<file path="src/rtl/wb_arb_if.sv">
// Write-back bus between the retirement channels, decode hazard check and register file.
interface wb_arb_if #(
    parameter int unsigned NCH  = 2,
    parameter int unsigned XLEN = 32,
    parameter int unsigned RAW  = 5
);
    logic [NCH-1:0]      ch_valid_i;
    logic [NCH-1:0]      ch_ready_o;
    logic [NCH-1:0]      ch_wen_i;
    logic [NCH*RAW-1:0]  ch_rd_addr_i;
    logic [NCH*XLEN-1:0] ch_rd_data_i;
    logic [RAW-1:0]      rs1_addr_i;
    logic [RAW-1:0]      rs2_addr_i;
    logic                rs1_pend_o;
    logic                rs2_pend_o;
    logic                regs_wen_o;
    logic [RAW-1:0]      rd_addr_o;
    logic [XLEN-1:0]     rd_data_o;
    logic                instret_incr_o;

    // Write-back stage side
    modport slave (
        input  ch_valid_i, ch_wen_i, ch_rd_addr_i, ch_rd_data_i, rs1_addr_i, rs2_addr_i,
        output ch_ready_o, rs1_pend_o, rs2_pend_o, regs_wen_o, rd_addr_o, rd_data_o,
               instret_incr_o
    );

    // Producer / consumer side
    modport master (
        output ch_valid_i, ch_wen_i, ch_rd_addr_i, ch_rd_data_i, rs1_addr_i, rs2_addr_i,
        input  ch_ready_o, rs1_pend_o, rs2_pend_o, regs_wen_o, rd_addr_o, rd_data_o,
               instret_incr_o
    );
endinterface

</file>
<file path="src/rtl/wb_arb.sv">
// Multi-channel write-back stage: per-channel FIFOs, round-robin retire, pending-rd hazard check.
module wb_arb #(
    parameter int unsigned NCH   = 2,
    parameter int unsigned DEPTH = 2,
    parameter int unsigned XLEN  = 32,
    parameter int unsigned RAW   = 5
) (
    input  logic      clk,
    input  logic      rstn,
    wb_arb_if.slave   bus
);
    localparam int unsigned PW = (DEPTH > 1) ? $clog2(DEPTH) : 1;
    localparam int unsigned CW = PW + 1;
    localparam int unsigned GW = (NCH > 1) ? $clog2(NCH) : 1;

    typedef struct packed {
        logic            wen;
        logic [RAW-1:0]  rd;
        logic [XLEN-1:0] data;
    } ent_t;

    ent_t            mem_q    [NCH][DEPTH];
    logic [PW-1:0]   wr_ptr_q [NCH];
    logic [PW-1:0]   rd_ptr_q [NCH];
    logic [CW-1:0]   cnt_q    [NCH];
    logic [CW-1:0]   cnt_d    [NCH];
    logic [GW-1:0]   prio_q, prio_d;

    logic            regs_wen_q;
    logic [RAW-1:0]  rd_addr_q;
    logic [XLEN-1:0] rd_data_q;
    logic            instret_q;

    logic [NCH-1:0]  full_c;
    logic [NCH-1:0]  push_c;
    logic [NCH-1:0]  pop_c;
    logic            gnt_c;
    logic [GW-1:0]   gidx_c;
    logic [GW-1:0]   cand_c;
    int unsigned     sum_c;
    ent_t            head_c;
    logic [PW-1:0]   occ_c;
    logic            pend1_c, pend2_c;

    // Occupancy flags and accepted pushes; ready never looks at the same-cycle pop
    always_comb begin
        full_c = '0;
        push_c = '0;
        for (int k = 0; k < int'(NCH); k++) begin
            full_c[k] = (cnt_q[k] == CW'(DEPTH));
            push_c[k] = bus.ch_valid_i[k] & ~full_c[k];
        end
    end

    // Round-robin grant: first non-empty channel at or after prio, cyclically
    always_comb begin
        gnt_c  = 1'b0;
        gidx_c = '0;
        cand_c = '0;
        sum_c  = 0;
        for (int i = 0; i < int'(NCH); i++) begin
            sum_c = 32'(prio_q) + 32'(i);
            if (sum_c >= NCH) begin
                sum_c = sum_c - NCH;
            end
            cand_c = GW'(sum_c);
            if (!gnt_c && (cnt_q[cand_c] != '0)) begin
                gnt_c  = 1'b1;
                gidx_c = cand_c;
            end
        end
    end

    // Pop decode, head selection and next occupancy / priority
    always_comb begin
        pop_c  = '0;
        head_c = mem_q[gidx_c][rd_ptr_q[gidx_c]];
        prio_d = prio_q;
        for (int k = 0; k < int'(NCH); k++) begin
            pop_c[k] = gnt_c && (gidx_c == GW'(k));
            cnt_d[k] = cnt_q[k] + CW'(push_c[k]) - CW'(pop_c[k]);
        end
        if (gnt_c) begin
            prio_d = (gidx_c == GW'(NCH - 1)) ? '0 : gidx_c + GW'(1);
        end
    end

    // Hazard check over all live FIFO entries plus the output stage
    always_comb begin
        pend1_c = 1'b0;
        pend2_c = 1'b0;
        occ_c   = '0;
        for (int k = 0; k < int'(NCH); k++) begin
            for (int e = 0; e < int'(DEPTH); e++) begin
                occ_c = PW'(e) - rd_ptr_q[k];
                if ((CW'(occ_c) < cnt_q[k]) && mem_q[k][e].wen) begin
                    if (mem_q[k][e].rd == bus.rs1_addr_i) pend1_c = 1'b1;
                    if (mem_q[k][e].rd == bus.rs2_addr_i) pend2_c = 1'b1;
                end
            end
        end
        if (regs_wen_q && (rd_addr_q == bus.rs1_addr_i)) pend1_c = 1'b1;
        if (regs_wen_q && (rd_addr_q == bus.rs2_addr_i)) pend2_c = 1'b1;
        if (bus.rs1_addr_i == '0) pend1_c = 1'b0;
        if (bus.rs2_addr_i == '0) pend2_c = 1'b0;
    end

    // FIFO pointers, counts and arbitration priority
    always_ff @(posedge clk or negedge rstn) begin
        if (!rstn) begin
            for (int k = 0; k < int'(NCH); k++) begin
                wr_ptr_q[k] <= '0;
                rd_ptr_q[k] <= '0;
                cnt_q[k]    <= '0;
            end
            prio_q <= '0;
        end else begin
            for (int k = 0; k < int'(NCH); k++) begin
                if (push_c[k]) wr_ptr_q[k] <= wr_ptr_q[k] + PW'(1);
                if (pop_c[k])  rd_ptr_q[k] <= rd_ptr_q[k] + PW'(1);
                cnt_q[k] <= cnt_d[k];
            end
            prio_q <= prio_d;
        end
    end

    // FIFO storage; contents are only meaningful below count, so no reset
    always_ff @(posedge clk) begin
        for (int k = 0; k < int'(NCH); k++) begin
            if (push_c[k]) begin
                mem_q[k][wr_ptr_q[k]] <= '{wen:  bus.ch_wen_i[k],
                                           rd:   bus.ch_rd_addr_i[k*RAW +: RAW],
                                           data: bus.ch_rd_data_i[k*XLEN +: XLEN]};
            end
        end
    end

    // Registered register-file write port and instret pulse
    always_ff @(posedge clk or negedge rstn) begin
        if (!rstn) begin
            regs_wen_q <= 1'b0;
            rd_addr_q  <= '0;
            rd_data_q  <= '0;
            instret_q  <= 1'b0;
        end else if (gnt_c) begin
            regs_wen_q <= head_c.wen && (head_c.rd != '0);
            rd_addr_q  <= head_c.rd;
            rd_data_q  <= head_c.data;
            instret_q  <= 1'b1;
        end else begin
            regs_wen_q <= 1'b0;
            instret_q  <= 1'b0;
        end
    end

    assign bus.ch_ready_o     = ~full_c;
    assign bus.rs1_pend_o     = pend1_c;
    assign bus.rs2_pend_o     = pend2_c;
    assign bus.regs_wen_o     = regs_wen_q;
    assign bus.rd_addr_o      = rd_addr_q;
    assign bus.rd_data_o      = rd_data_q;
    assign bus.instret_incr_o = instret_q;
endmodule

</file>
<file path="src/flat_wrapper.sv">
// flat-port wrapper written by rule: the top's interface ports become plain ports
module wb_arb_flat 
#(
    parameter int unsigned NCH   = 2,
    parameter int unsigned DEPTH = 2,
    parameter int unsigned XLEN  = 32,
    parameter int unsigned RAW   = 5
)
  (clk, rstn, bus_ch_valid_i, bus_ch_wen_i, bus_ch_rd_addr_i, bus_ch_rd_data_i, bus_rs1_addr_i, bus_rs2_addr_i, bus_ch_ready_o, bus_rs1_pend_o, bus_rs2_pend_o, bus_regs_wen_o, bus_rd_addr_o, bus_rd_data_o, bus_instret_incr_o);
  wb_arb_if #(.NCH(NCH), .XLEN(XLEN), .RAW(RAW)) bus_i ();
  input  logic clk;
  input  logic rstn;
  input wire logic [$bits(bus_i.ch_valid_i)-1:0] bus_ch_valid_i;
  input wire logic [$bits(bus_i.ch_wen_i)-1:0] bus_ch_wen_i;
  input wire logic [$bits(bus_i.ch_rd_addr_i)-1:0] bus_ch_rd_addr_i;
  input wire logic [$bits(bus_i.ch_rd_data_i)-1:0] bus_ch_rd_data_i;
  input wire logic [$bits(bus_i.rs1_addr_i)-1:0] bus_rs1_addr_i;
  input wire logic [$bits(bus_i.rs2_addr_i)-1:0] bus_rs2_addr_i;
  output wire logic [$bits(bus_i.ch_ready_o)-1:0] bus_ch_ready_o;
  output wire logic [$bits(bus_i.rs1_pend_o)-1:0] bus_rs1_pend_o;
  output wire logic [$bits(bus_i.rs2_pend_o)-1:0] bus_rs2_pend_o;
  output wire logic [$bits(bus_i.regs_wen_o)-1:0] bus_regs_wen_o;
  output wire logic [$bits(bus_i.rd_addr_o)-1:0] bus_rd_addr_o;
  output wire logic [$bits(bus_i.rd_data_o)-1:0] bus_rd_data_o;
  output wire logic [$bits(bus_i.instret_incr_o)-1:0] bus_instret_incr_o;
  assign bus_i.ch_valid_i = bus_ch_valid_i;
  assign bus_i.ch_wen_i = bus_ch_wen_i;
  assign bus_i.ch_rd_addr_i = bus_ch_rd_addr_i;
  assign bus_i.ch_rd_data_i = bus_ch_rd_data_i;
  assign bus_i.rs1_addr_i = bus_rs1_addr_i;
  assign bus_i.rs2_addr_i = bus_rs2_addr_i;
  assign bus_ch_ready_o = bus_i.ch_ready_o;
  assign bus_rs1_pend_o = bus_i.rs1_pend_o;
  assign bus_rs2_pend_o = bus_i.rs2_pend_o;
  assign bus_regs_wen_o = bus_i.regs_wen_o;
  assign bus_rd_addr_o = bus_i.rd_addr_o;
  assign bus_rd_data_o = bus_i.rd_data_o;
  assign bus_instret_incr_o = bus_i.instret_incr_o;
  wb_arb #(.NCH(NCH), .DEPTH(DEPTH), .XLEN(XLEN), .RAW(RAW)) u_core (.clk(clk), .rstn(rstn), .bus(bus_i));
endmodule
</file>
<file path="config.mk">
export PLATFORM = sky130hd
export DESIGN_NAME = wb_arb_flat
export DESIGN_NICKNAME = d
export VERILOG_FILES = /design/src/rtl/wb_arb_if.sv /design/src/rtl/wb_arb.sv /design/src/flat_wrapper.sv
export SDC_FILE = /design/constraint.sdc
export NUM_CORES = 1
export LEC_CHECK = 0
export BUFFER_PORTS_ARGS = -buffer_cell sky130_fd_sc_hd__buf_2
export CELL_PAD_IN_SITES_DETAIL_PLACEMENT = 1
export CELL_PAD_IN_SITES_GLOBAL_PLACEMENT = 1
export CORE_AREA = 5 5 189 191
export CTS_CLUSTER_DIAMETER = 100
export DETAILED_ROUTE_END_ITERATION = 8
export DIE_AREA = 0 0 194 196
export HOLD_SLACK_MARGIN = 0.06
export PLACE_DENSITY = 0.45
export SYNTH_ARGS = -nofsm -noshare
export SYNTH_HDL_FRONTEND = slang
export SYNTH_SLANG_ARGS = --single-unit
</file>
<file path="constraint.sdc">
create_clock -name clk -period 3.18 [get_ports clk]
set_input_delay 0.159 -clock clk [delete_from_list [all_inputs] [get_ports clk]]
set_output_delay 0.159 -clock clk [all_outputs]
set_load 0.02 [all_outputs]
</file>
==> summary.txt <==
Critical path
  • Crit path max fanout: 14
  • R2R Setup Slk: 1.04 ns
  • Reg2Reg Depth: 5
  • Crit path arrival time: 2.15 ns
  • Startpoint Class: flip-flop
  • CP Class: reg -> out
  • Worst Setup End Kind: primary output
  • Worst endpoint required time: 3.02 ns

Logic synthesis
  • Post-Synth Adder-Cell Area: 0.00599
  • Synth Area in Compound Gates: 0.0572
  • Mux cell area share after synthesis: 0.0965
  • YS warnings: 0
  • Register area share after synthesis: 0.691
  • Cells after Synth: 589
  • Synth Net Count: just under 700
  • Largest family of logic cells by synthesized area: multiplexers
  • FF+latch count, synth: 200
  • Xor-xnor portion of the synthesized cell area: 0.0608
  • Avg Inst Size Synth: around 14 um^2
  • Cell area after synthesis: between 8000 and 9000 um^2
  • Post-synth cell types: 35
  • Synth Area in Simple Gates: 0.0608

Clocking
  • TritonCTS clock tree: built
  • Clock latency on the worst-skew pair: 0.43 ns
  • Root buf cell: clkbuf_16
  • Post-CTS Setup Inserts: 0
  • TritonCTS buffer count: 17
  • Clock buffer depth: 2
  • # H-tree levels: 4
  • Num Clock Sinks: 200
  • Clk pin slew, worst setup/hold paths: 0.07 ns

Status
  • Status: finished, final reports clean

Floorplanning
  • Die height: 196 um
  • Row count: 68
  • Ports: 133
  • Die X: approximately 190 um
  • Die ar.: 38000 um^2
  • Core area: approximately 34000 um^2
  • Initial Util: 0.246

Global routing
  • Grt ovf: 0
  • Pin count of the biggest net entering global routing: 75
  • First-pass GRT wire length: 34900 um
  • GRT Overall Usage: 0.120
  • Vias in the first global route: 5965
  • Initial antenna violation count: 1

Timing
  • Hold Fails Final Rpt: 0
  • Final setup fails: 0
  • Fin Setup TNS: 0 ns
  • Clk_skew: 0.00980 ns
  • Worst slew margin: 0.342
  • Hold WS: 0.112 ns
  • RSZ-0062 raised after global routing: false
  • Final Max Tran Viols: 0
  • Tightest Pin Transition: 0.986 ns
  • Max Fclk: 433 MHz
  • Setup WS post-layout: 0.869 ns
  • Min Tclk post-route: 2.31 ns
  • Final Cycle Share: 0.727

Detailed routing
  • Drt wl/cell: 17.9 um
  • Vias per cell: 4.20
  • Routed wire length: about 22000 um
  • Post-route DRC: 0
  • DRT iter0 DRCs: 193
  • Met2 routed WL: 11200 um
  • Routed Antenna Nets: 0
  • DRT Pass-1 Iters: 4
  • Routed via count: between 5000 and 6000
  • Wl on met1: 10100 um
  • Met3 Wirelength: 813 um
  • DR top layer: met4

Cells and area
  • Fillers: approximately 3700
  • Synthesis-to-layout area growth: 29.9%
  • Nets@finish: 882
  • Util after Layout: 0.320
  • Layout cell share with drive strength beyond 1: 0.271

Placed design
  • Gpl congestion: approximately 0.75
  • Number of port buffers: 132
  • DP Worst Slack: 0.973 ns
  • DP HPWL: 15900 um

Worst hold path
  • Hold Path Cell Cnt: 3
  • Hold crit path type: in -> reg

Power
  • Pwr Density: ~900 nW/um^2
  • Peak supply drop: 0.000353 V
  • Pleak: roughly 4 nW

Flow run
  • # Max-Cap Violations: 0
==> placed cells by master (no fill, tap or decap), types with 2 or more instances in the layout <==
| cell type | instances |
|---|---|
| edfxtp_1 | 152 |
| nor4_1 | 9 |
| clkinv_4 | 3 |
| and3_2 | 2 |
| xnor2_1 | 31 |
| o21ai_1 | 5 |
| dfrtp_2 | 2 |
| a21oi_1 | 5 |
| dfrtp_1 | 46 |
| nand4_1 | 4 |
| nor2_1 | 9 |
| diode_2 | 2 |
| nand2_1 | 79 |
| nor2b_1 | 2 |
| clkbuf_16 | 17 |
| o21ai_0 | 69 |
| buf_2 | 132 |
| nor2_4 | 2 |
| inv_6 | 2 |
| buf_4 | 6 |
| a31oi_1 | 2 |
| or4_1 | 2 |
| inv_1 | 7 |
| mux2_2 | 36 |
| buf_12 | 2 |
| dlygate4sd3_1 | 77 |
| mux2i_1 | 40 |
| clkbuf_8 | 2 |
| clkinvlp_4 | 3 |
| nand3_1 | 3 |
| xor2_1 | 27 |
| nor3_1 | 3 |
| ha_1 | 4 |
| o2111ai_1 | 2 |
| clkinv_2 | 2 |
==> cell families after synthesis <==
group,Yosys count
AOI/OAI and AO/OA,89
xor gates and xnor gates,58
adders and majority gates,4
buffers and inverters,45
DFF,200
muxes,76
and+or+nand+nor,117
==> routing by layer <==
metal,vias to the layer above,GRT usage
met3,23,0.0261
met5,-,0
met2,99,0.207
li1,2527,-
met4,0,0.0333
met1,2636,0.152
==> sequential cells by signal (all words and copies together), names as in the netlist <==
register,flops
u_core.bus.instret_incr_o,1
u_core.bus.rd_addr_o,5
u_core.bus.rd_data_o,32
u_core.bus.regs_wen_o,1
u_core.cnt_q,4
u_core.mem_q,152
u_core.prio_q,1
u_core.rd_ptr_q,2
u_core.wr_ptr_q,2
==> cell type report <==
cell class	instances	area (um^2)	share of cell area
Timing Repair Buffer	217	1520	0.140
Clock inverter	13	121	0.0112
Inverter	8	30.0	0.00277
Multi-Input combinational cell	344	2380	0.220
Sequential cell	200	5770	0.532
Tap cell	455	569	0.0525
Antenna cell	2	5.00	0.000461
Clock buffer	19	453	0.0418
==> cell usage after synthesis, drive strengths merged <==
library cell	instances	area [um^2]
buf	26	163
clkbuf	11	41.3
nor2b	2	12.5
mux2	36	405
nor4	10	68.8
xnor2	31	272
nor3	3	15.0
o22ai	1	12.5
edfxtp	152	4560
a211oi	1	7.51
o21ai	74	370
nand3	3	15.0
a31oi	2	12.5
mux2i	40	400
nand4	4	25.0
dfrtp	48	1200
ha	4	50.1
a21oi	5	25.0
a311oi	1	8.76
a21o	1	7.51
xor2	27	236
nor2	12	47.6
o2111ai	2	17.5
inv	8	30.0
nand2	79	297
or4	2	15.0
and3	2	12.5
o31ai	1	7.51
o31a	1	8.76
==> what timing repair did <==
item,4_1_cts,5_1_grt
resized for setup,0,0
hold buffers,77,0
endpoints found under the hold margin,183,0
==> power by group <==
group,switching (mW),internal [mW],total [mW]
registers,0.503,3.70,4.20
clock network,0.979,1.13,2.11
logic,2.09,1.32,3.41
total,3.57,6.15,9.72
==> worst max-delay path, stage by stage (launching register included) <==
cell     delay, ns
dfrtp_2       0.55
nor2b_1       0.15
o21ai_0       0.16
nor4_1        0.45
a31oi_1       0.09
a21oi_1       0.15
buf_2         0.18
==> path summary, 6_finish.rpt <==
path                                                      start                                   end
max in group asynchronous                                  rstn  u_core.bus.rd_data_o[13]$_DFFE_PN0N_
setup / recovery                 u_core.rd_ptr_q[0]$_DFFE_PN0P_                        bus_rs1_pend_o
hold / removal                                bus_ch_valid_i[1]        u_core.wr_ptr_q[0]$_DFFE_PN0P_
min in group asynchronous                                  rstn       u_core.bus.regs_wen_o$_DFF_PN0_
hold reg to reg            u_core.bus.rd_data_o[22]$_DFFE_PN0N_  u_core.bus.rd_data_o[22]$_DFFE_PN0N_
setup reg to reg                      u_core.cnt_q[0]$_DFF_PN0_         u_core.mem_q[1][46]$_DFFE_PP_
==> metrics by stage <==
step / power (mW) / instance area, um^2 / instances
6_report: 9.72 / 10800 / 1258
5_1_grt: 10.4 / 10800 / 1257
3_5_place_dp: 7.72 / 9500 / 1147
4_1_cts: 9.95 / 10800 / 1256
3_3_place_gp: 7.60 / 9500 / 1147
2_1_floorplan: 6.51 / 8350 / 589
(Power assumes the default switching activity.)
